--- src/rtl/droop_detector.sv ---
// Supply-droop detector: moving average of ring-oscillator monitor codes,
// trip/clear hysteresis with persistence counting, a hard-trip fast path on
// the raw code, a minimum brake hold time and a saturating brake-event count.
module droop_detector #(
    parameter int W                = 10,
    parameter int AVG_LOG2         = 2,
    parameter int TRIP_THRESH      = 400,
    parameter int CLEAR_THRESH     = 420,
    parameter int HARD_THRESH      = 360,
    parameter int TRIP_CYCLES      = 3,
    parameter int CLEAR_CYCLES     = 8,
    parameter int MIN_BRAKE_CYCLES = 16,
    parameter int EVT_W            = 16
) (
    input  logic             refclk,
    input  logic             reset,
    input  logic             en,
    input  logic [W-1:0]     mon_code,
    input  logic             mon_valid,
    output logic             brake,
    output logic [1:0]       droop_state,
    output logic [W-1:0]     avg_code,
    output logic [EVT_W-1:0] event_count
);

    localparam int N  = 1 << AVG_LOG2;
    localparam int SW = W + AVG_LOG2;
    // Counter widths always leave room for the terminal value plus one.
    localparam int CW = $clog2(TRIP_CYCLES + 2);
    localparam int LW = $clog2(CLEAR_CYCLES + 2);
    localparam int HW = $clog2(MIN_BRAKE_CYCLES + 2);

    localparam logic [W-1:0]  CODE_MAX = '1;
    localparam logic [SW-1:0] SUM_INIT = SW'(CODE_MAX) << AVG_LOG2;
    localparam logic [W-1:0]  TRIP_T   = W'(TRIP_THRESH);
    localparam logic [W-1:0]  CLEAR_T  = W'(CLEAR_THRESH);
    localparam logic [W-1:0]  HARD_T   = W'(HARD_THRESH);
    localparam logic [CW-1:0] TRIP_N   = CW'(TRIP_CYCLES);
    localparam logic [LW-1:0] CLEAR_N  = LW'(CLEAR_CYCLES);
    localparam logic [HW-1:0] MIN_HI   = HW'(MIN_BRAKE_CYCLES);

    typedef enum logic [1:0] {
        MONITOR  = 2'd0,
        TRIPPING = 2'd1,
        BRAKE    = 2'd2,
        CLEARING = 2'd3
    } state_t;

    // History: entry 0 is the newest sample, entry N-1 the oldest.
    logic [W-1:0]  hist_reg  [N];
    logic [W-1:0]  hist_next [N];
    logic [SW-1:0] sum_reg, sum_next;
    logic [W-1:0]  avg_reg;
    logic          upd_reg;

    state_t          state_reg, state_next;
    logic [CW-1:0]   cnt_reg, cnt_next;
    logic [LW-1:0]   clr_reg, clr_next;
    logic [HW-1:0]   hi_reg, hi_next, hi_inc;
    logic            brake_reg, brake_next;
    logic [EVT_W-1:0] evt_reg;
    logic            evt_inc;
    logic            hard_trip, below_trip, at_clear;

    genvar gi;
    generate
        for (gi = 0; gi < N; gi++) begin : g_hist
            if (gi == 0) begin : g_head
                assign hist_next[gi] = mon_code;
            end else begin : g_tail
                assign hist_next[gi] = hist_reg[gi-1];
            end
        end
    endgenerate

    // Running sum never exceeds N*(2^W-1), so modular add/subtract is exact.
    assign sum_next = sum_reg + SW'(mon_code) - SW'(hist_reg[N-1]);

    // Sample history, running sum and averaged code; upd flags a fresh average.
    always_ff @(posedge refclk) begin
        if (reset) begin
            for (int i = 0; i < N; i++) hist_reg[i] <= CODE_MAX;
            sum_reg <= SUM_INIT;
            avg_reg <= CODE_MAX;
            upd_reg <= 1'b0;
        end else begin
            upd_reg <= mon_valid;
            if (mon_valid) begin
                for (int i = 0; i < N; i++) hist_reg[i] <= hist_next[i];
                sum_reg <= sum_next;
                avg_reg <= sum_next[SW-1:AVG_LOG2];
            end
        end
    end

    assign hard_trip  = en && mon_valid && (mon_code < HARD_T);
    assign below_trip = upd_reg && (avg_reg < TRIP_T);
    assign at_clear   = upd_reg && (avg_reg >= CLEAR_T);
    assign hi_inc     = (hi_reg >= MIN_HI) ? hi_reg : hi_reg + 1'b1;

    // Next-state logic: disable, then hard trip, then averaged decisions.
    always_comb begin
        state_next = state_reg;
        cnt_next   = cnt_reg;
        clr_next   = clr_reg;
        hi_next    = hi_reg;
        evt_inc    = 1'b0;
        if (!en) begin
            state_next = MONITOR;
            cnt_next   = '0;
            clr_next   = '0;
            hi_next    = '0;
        end else if (hard_trip) begin
            state_next = BRAKE;
            cnt_next   = '0;
            clr_next   = '0;
            hi_next    = HW'(1);
            evt_inc    = (state_reg == MONITOR) || (state_reg == TRIPPING);
        end else begin
            case (state_reg)
                MONITOR: begin
                    if (below_trip) begin
                        if (TRIP_CYCLES == 1) begin
                            state_next = BRAKE;
                            cnt_next   = '0;
                            hi_next    = HW'(1);
                            evt_inc    = 1'b1;
                        end else begin
                            state_next = TRIPPING;
                            cnt_next   = CW'(1);
                        end
                    end
                end
                TRIPPING: begin
                    if (below_trip) begin
                        if (cnt_reg + 1'b1 == TRIP_N) begin
                            state_next = BRAKE;
                            cnt_next   = '0;
                            hi_next    = HW'(1);
                            evt_inc    = 1'b1;
                        end else begin
                            cnt_next = cnt_reg + 1'b1;
                        end
                    end else if (upd_reg) begin
                        state_next = MONITOR;
                        cnt_next   = '0;
                    end
                end
                BRAKE: begin
                    hi_next = hi_inc;
                    if (at_clear && (hi_reg >= MIN_HI)) begin
                        if (CLEAR_CYCLES == 1) begin
                            state_next = MONITOR;
                            clr_next   = '0;
                            hi_next    = '0;
                        end else begin
                            state_next = CLEARING;
                            clr_next   = LW'(1);
                        end
                    end
                end
                default: begin // CLEARING
                    hi_next = hi_inc;
                    if (at_clear) begin
                        if (clr_reg + 1'b1 == CLEAR_N) begin
                            state_next = MONITOR;
                            clr_next   = '0;
                            hi_next    = '0;
                        end else begin
                            clr_next = clr_reg + 1'b1;
                        end
                    end else if (upd_reg) begin
                        // Hold time keeps accumulating across a failed release.
                        state_next = BRAKE;
                        clr_next   = '0;
                    end
                end
            endcase
        end
        brake_next = (state_next == BRAKE) || (state_next == CLEARING);
    end

    // State, counters, registered brake and saturating event count.
    always_ff @(posedge refclk) begin
        if (reset) begin
            state_reg <= MONITOR;
            cnt_reg   <= '0;
            clr_reg   <= '0;
            hi_reg    <= '0;
            brake_reg <= 1'b0;
            evt_reg   <= '0;
        end else begin
            state_reg <= state_next;
            cnt_reg   <= cnt_next;
            clr_reg   <= clr_next;
            hi_reg    <= hi_next;
            brake_reg <= brake_next;
            if (evt_inc && (evt_reg != '1)) evt_reg <= evt_reg + 1'b1;
        end
    end

    assign brake       = brake_reg;
    assign droop_state = state_reg;
    assign avg_code    = avg_reg;
    assign event_count = evt_reg;

endmodule
--- config.mk ---
export PLATFORM = sky130hd
export DESIGN_NAME = droop_detector
export DESIGN_NICKNAME = d
export VERILOG_FILES = /design/src/rtl/droop_detector.sv
export SDC_FILE = /design/constraint.sdc
export NUM_CORES = 1
export LEC_CHECK = 0
export ABC_AREA = 1
export CAP_MARGIN = 10
export CORE_AREA = 2 2 109 111
export DETAILED_ROUTE_END_ITERATION = 12
export DIE_AREA = 0 0 111 113
export PLACE_DENSITY = 0.63
export SYNTH_ARGS = -nofsm -noshare
export SYNTH_HDL_FRONTEND = slang
export SYNTH_SLANG_ARGS = --single-unit
--- constraint.sdc ---
create_clock -name refclk -period 5 [get_ports refclk]
set_input_delay 1 -clock refclk [delete_from_list [all_inputs] [get_ports refclk]]
set_output_delay 1 -clock refclk [all_outputs]
set_load 0.05 [all_outputs]
==> results of run 1 <==
[worst register-to-register path, delay by kind of cell, from the launching register on]
| family | cells | cell delay (ps) |
|---|---|---|
| adder cells (fa/ha/maj) | 2 | 840 |
| AO/OA/AOI/OAI | 2 | 570 |
| flip-flops | 1 | 350 |
| AND/OR/NAND/NOR | 3 | 320 |
| buffers and inverters | 3 | 210 |
| XOR/XNOR | 1 | 160 |
[cell usage in the layout (no fill, tap or decap), drive strengths merged, types with 3 or more instances in the layout]
cell type,Yosys,layout
nand2,131,131
inv,100,100
nor2,59,59
dfxtp,44,44
clkdlybuf4s50,0,42
edfxtp,40,40
a21oi,36,36
nand3,33,33
or2,32,32
o21ai,26,26
nand4,23,23
ha,23,23
clkbuf,6,13
fa,10,10
nor3,8,8
xor2,7,7
xnor2,6,6
o22ai,6,6
nand3b,4,4
clkinv,1,4
buf,16,3
[power by group through the flow]
| stage | Clock [mW] | Combinational (mW) | Sequential [mW] |
|---|---|---|---|
| CTS | 0.606 | 0.570 | 0.795 |
| floorplan | 0 | 0.452 | 0.799 |
| global route | 0.631 | 0.647 | 0.800 |
| global placement | 0 | 0.556 | 0.810 |
| detailed placement | 0 | 0.564 | 0.810 |
| finish | 0.588 | 0.569 | 0.794 |
[per-stage QoR]
stage | setup slack [ps] | hold WS, ps
2_1_floorplan | 2120 | 441
3_3_place_gp | 1490 | 455
3_5_place_dp | 1390 | 464
4_1_cts | 1750 | 474
5_1_grt | 1530 | 499
6_report | 1710 | 472
[per-layer routing]
metal / vias to the layer above / routed length [µm] / GRT usage (%)
li1: 2056 / - / -
met1: 1818 / 5000 / 22.9
met2: 60 / 4760 / 29.0
met3: 15 / 270 / 2.30
met4: 0 / 217 / 7.25
met5: - / 0 / 0
[cell type report]
class                           instances  area share (%)
Inverter                              101            6.68
Timing Repair Buffer                   45            7.80
Clock buffer                           13            4.23
Tap cell                              143            3.15
Sequential cell                        84            36.7
Clock inverter                          3           0.242
Multi-Input combinational cell        409            41.2
[logic make-up (layout without fill, tap and decap cells)]
kind of cell,after synthesis,count (layout),share of synthesized area [%]
compound gates,72,72,7.78
buf+inv,123,162,10.4
flops,84,84,42.2
fa+ha+maj,33,33,9.88
xor+xnor,13,13,2.31
simple gates,291,291,27.4
[worst max path at each step]
stage / start / to / slack, ps / depth (start not counted)
2_1_floorplan: mon_code[1] / sum_reg[8]$_SDFFE_PP1P_ / 2120 / 9
5_1_grt: mon_code[3] / sum_reg[8]$_SDFFE_PP1P_ / 1530 / 13
6_report: mon_code[2] / sum_reg[7]$_SDFFE_PP1P_ / 1710 / 12
3_3_place_gp: mon_code[3] / sum_reg[6]$_SDFFE_PP1P_ / 1490 / 13
4_1_cts: mon_code[3] / sum_reg[8]$_SDFFE_PP1P_ / 1750 / 12
3_5_place_dp: mon_code[3] / sum_reg[8]$_SDFFE_PP1P_ / 1390 / 12
==> flow_metrics.tcl, run 1 <==
set metrics [dict create \
    status "completed" \
    cts_resized 0 \
    dieArea_um2 12500 \
    port_buffers 42 \
    p_int_mw 1.29 \
    cts_inserted_buffers 9 \
    reg2reg_from "sum_reg[2]$_SDFFE_PP1P_" \
    hold_viol 0 \
    dpl.hpwl_um 7500 \
    yosysMostFrequentCell "nand2_1" \
    wire_per_inst_um 12.8 \
    cp_slowest_cell "fa_1" \
    vias 3949 \
    timing.fmax_ghz 0.304 \
    maxCapViolCount 0 \
    relSlewSlack_pct 39.9 \
    min_period_ps 3290 \
    synth_edf_count 40 \
    max_stage_delay_ps 530 \
    netlist_top_cells_area "edfxtp_1 24%, dfxtp_1 18%, nand2_1 9.7%, inv_1 7.4%, ha_1 5.8%" \
    synthCells 616 \
    rsz0062_at_grt "no" \
    setup_viol 0 \
    synth_seq_area_share_pct 42.2 \
    netSwitchingFraction_pct 33.9 \
    yosysWarnings 0 \
    num_antenna_cells 0 \
    p_total_mw 1.95 \
    avgSynthCellArea_um2 8.02 \
    cts_root_buffer "clkbuf_16" \
    dpl.cell_count 782 \
    critPathKind "primary input to flip-flop" \
    core_um2 11300 \
    post_cts.repair.setup_buffers 0 \
    peakVddDrop_v 0.000174 \
    antenna_found_initial 0 \
    powerDensity_nw_per_um2 344 \
    ys_ff_latch 84 \
    antenna_left 0 \
    synthTopCellsByCount "128 x nand2_1, 98 x inv_1, 56 x nor2_1" \
    worst_hold_path.endpoint "clr_reg[3]$_SDFFE_PP0P_" \
    track_usage_pct 17.4 \
    end_kind "flip-flop" \
    netlist.area_leader.share_pct 24.3 \
    avgViaCountPerCell 4.95 \
    drc 0 \
    synth_area_leader_cell "edfxtp_1" \
    drive_above_1_share_pct 9.16 \
    cts_buffer_depth 2 \
    wirelength_um 10200 \
    arrival_ps 3570 \
    multi_input_area_um2 2340 \
    grt_pass1_wl_um 17800 \
    grt_start_max_net_pins 37 \
    fill_cells 1092 \
    clock_skew_ps 3.70 \
    h-tree-depth 3 \
    post-route-period-util_pct 65.8 \
    clkSinkCount 84 \
    ioPinCount 43 \
    synth-main-ff-cell "dfxtp_1" \
    die_y_um 113 \
    start_kind "primary input" \
    tightest_slew_ps 901 \
    clockPowerShare_pct 30.1 \
    p_switching_uw 661 \
    crit_chain "clkdlybuf4s50_1, inv_1, fa_1, inv_1, ha_1, nand2_1, o21ai_0, nand2_1, nand2_1, xor2_1, o22ai_1, inv_1" \
    die_w_um 111 \
    seq_area_um2 2080 \
    first_pass_iters 4 \
    required_ps 5280 \
    start_util_pct 43.8 \
    cts_tree "done" \
    reg2reg_to "sum_reg[7]$_SDFFE_PP1P_" \
    syn_area_um2 4940 \
    min_from "clr_reg[3]$_SDFFE_PP0P_" \
    p_leak_nw 2.28 \
    layoutNonFillerInstCount 798 \
    comb_power_share_pct 29.2 \
    grt-ovfl-total 0 \
    grt_pass1_vias 3926 \
    cp_num_buf_inv 4 \
    min_path_cells 2 \
    largest_register_ffs 40 \
    slew_violations 0 \
    path_max_fanout 4 \
    fp-row-count 39 \
    ff2ff_setup_slack_ps 2490 \
    seqPwrFrac_pct 40.7 \
    cts_hold_buffers 0 \
    hp-class "flip-flop to flip-flop" \
    syn_to_final_growth_pct 15.0 \
    crit_family "adder cells" \
    path_clk_slew_ps 60 \
    fin_util_pct 50.4 \
    placed_area_um2 5420 \
    dr.first_iter.drc_count 198 \
    final_design_area_no_fill_um2 5680 \
    syn-num-nets 663 \
    async_reset_ff_share_pct 0 \
    clk_latency_ps 330 \
    globalplace.congestion 0.904 \
    synth_cell_type_count 36 \
    nets 697 \
    r2r_cells 11 \
    tns_ps 0 \
]
No activity file was read; power rests on OpenSTA's default activity.
==> run 2: changes to the inputs <==
--- a/config.mk
+++ b/config.mk
@@ -10,7 +10,7 @@
 export CORE_AREA = 2 2 109 111
 export DETAILED_ROUTE_END_ITERATION = 12
 export DIE_AREA = 0 0 111 113
-export PLACE_DENSITY = 0.63
+export PLACE_DENSITY = 0.65
 export SYNTH_ARGS = -nofsm -noshare
 export SYNTH_HDL_FRONTEND = slang
 export SYNTH_SLANG_ARGS = --single-unit
==> constraint.sdc (replaced) <==
create_clock -name refclk -period 2.9 [get_ports refclk]
set_input_delay 0.58 -clock refclk [delete_from_list [all_inputs] [get_ports refclk]]
set_output_delay 0.58 -clock refclk [all_outputs]
set_load 0.05 [all_outputs]
==> run 2 against run 1 <==
Compared with the run above: core utilization grew 1.6 points; first-iteration DRC count decreased by 1.5%; cell area increased by 3.2%; global-route usage is 0.51 points higher; clock skew grew 3.5 ps; critical path depth did not move; via count up 3.6%; critical endpoint is now sum_reg[5]$_SDFFE_PP1P_; largest cell class unchanged; largest power group unchanged; highest routed layer unchanged.
==> flow_metrics.tcl, run 2 (synthesis gave the netlist of run 1 again) <==
set metrics [dict create \
    dr.first_iter.drc_count 195 \
    antenna_found_initial 0 \
    die_y_um 113 \
    cts_tree "done" \
    globalplace.congestion 0.870 \
    cts_buffer_depth 2 \
    post-route-period-util_pct 92.2 \
    core_um2 11300 \
    drive_above_1_share_pct 12.7 \
    ff2ff_setup_slack_ps 550 \
    required_ps 3130 \
    powerDensity_nw_per_um2 605 \
    timing.fmax_ghz 0.374 \
    grt_pass1_vias 4004 \
    p_leak_nw 2.40 \
    r2r_cells 11 \
    layout_common_cells "128 x nand2_1, 98 x inv_1, 56 x nor2_1, 44 x dfxtp_1, 42 x clkdlybuf4s50_1" \
    wire_per_inst_um 13.0 \
    path_max_fanout 3 \
    critPathKind "primary input to flip-flop" \
    port_buffers 42 \
    end_kind "flip-flop" \
    tightest_slew_ps 843 \
    syn_to_final_growth_pct 18.6 \
    reg2reg_from "sum_reg[6]$_SDFFE_PP1P_" \
    cts_root_buffer "clkbuf_16" \
    arrival_ps 2910 \
    relSlewSlack_pct 43.7 \
    maxCapViolCount 0 \
    path_clk_slew_ps 60 \
    start_kind "primary input" \
    post_cts.repair.setup_buffers 0 \
    min_from "clr_reg[3]$_SDFFE_PP0P_" \
    hp-class "flip-flop to flip-flop" \
    startpoint "mon_code[3]" \
    worst_hold_path.endpoint "clr_reg[3]$_SDFFE_PP0P_" \
    status "completed" \
    clk_latency_ps 350 \
    first_pass_iters 5 \
    fin_util_pct 52.0 \
    slew_violations 0 \
    dpl.hpwl_um 7750 \
    dieArea_um2 12500 \
    grt_start_max_net_pins 37 \
    fp-row-count 39 \
    avgViaCountPerCell 4.99 \
    reg2reg_to "sum_reg[7]$_SDFFE_PP1P_" \
    setup_viol 0 \
    min_period_ps 2670 \
    track_usage_pct 17.9 \
    fin_hold_ws_ps 470 \
    nets 718 \
    hold_viol 0 \
    min_path_cells 2 \
    largest_register_ffs 40 \
    final_common_cell "nand2_1" \
    h-tree-depth 3 \
    drc 0 \
    rsz0062_at_grt "no" \
    clock_skew_ps 7.21 \
    num_antenna_cells 0 \
    fill_cells 1041 \
    tns_ps 0 \
    ioPinCount 43 \
    vias 4090 \
    peakVddDrop_v 0.000315 \
    grt-ovfl-total 0 \
    antenna_left 0 \
    clkSinkCount 84 \
    cts_inserted_buffers 9 \
    die_w_um 111 \
    wirelength_um 10600 \
    start_util_pct 43.8 \
    grt_pass1_wl_um 18300 \
]
[run 2: cell count changes in the layout (fill, tap and decap cells not counted), sizes merged]
cell	change
buf	+21
clkinvlp	+1
inv	+1
clkinv	+2
clkbuf	-4
[run 2: worst max-delay path by stage]
stage / to / slack (ps)
after CTS: sum_reg[6]$_SDFFE_PP1P_ / 190
after detailed placement: sum_reg[5]$_SDFFE_PP1P_ / -140
after global routing: sum_reg[5]$_SDFFE_PP1P_ / 20
after floorplan: sum_reg[8]$_SDFFE_PP1P_ / 440
final: sum_reg[5]$_SDFFE_PP1P_ / 230
after global placement: sum_reg[10]$_SDFFE_PP1P_ / -100
[run 2: layout make-up]
class	instances	area (µm²)	area share (%)
multi-input cells	409	2340	40.0
flip-flops and latches	84	2080	35.5
repair buffers	66	601	10.2
inverters	101	379	6.47
clock buffers	9	225	3.84
well taps	143	179	3.05
clock inverters	7	52.6	0.897
[run 2: power by group]
group	leakage [nW]	internal, mW	switching, mW
logic	1.57	0.436	0.657
clock network	0.136	0.584	0.499
registers	0.690	1.31	0.0570
total	2.40	2.33	1.21
[run 2: layer usage]
layer | GRT usage (%) | wire, µm | share of wire, % | vias up
met5 | 0 | 0 | 0 | -
met4 | 8.17 | 234 | 2.2 | 0
met3 | 2.84 | 371 | 3.5 | 15
met2 | 30.1 | 4910 | 46 | 73
met1 | 22.9 | 5100 | 48 | 1918
li1 | - | - | - | 2084
[run 2: per-stage QoR]
step                      power [mW]  cells  setup slack, ps  area (µm²)
after floorplan                 2.16    616              443        4940
after global placement          2.47    803             -102        5580
after detailed placement        2.49    803             -140        5580
after CTS                       3.56    819              190        5860
after global routing            3.74    819             15.8        5860
final                           3.55    819              225        5860
[run 2: what timing repair did]
item | 4_1_cts | 5_1_grt
hold buffers | 0 | 0
resized for setup | 0 | 1
setup endpoints to repair | 0 | 1
[run 2: worst max-delay path, cell delays in order]
cell and delay [ps]:
clkdlybuf4s50_1 480, inv_1 90, fa_1 550, inv_1 50, ha_1 320, buf_4 150
nand2_1 100, o21ai_0 120, a21oi_1 210, o21ai_0 100, o22ai_1 110, inv_1 50
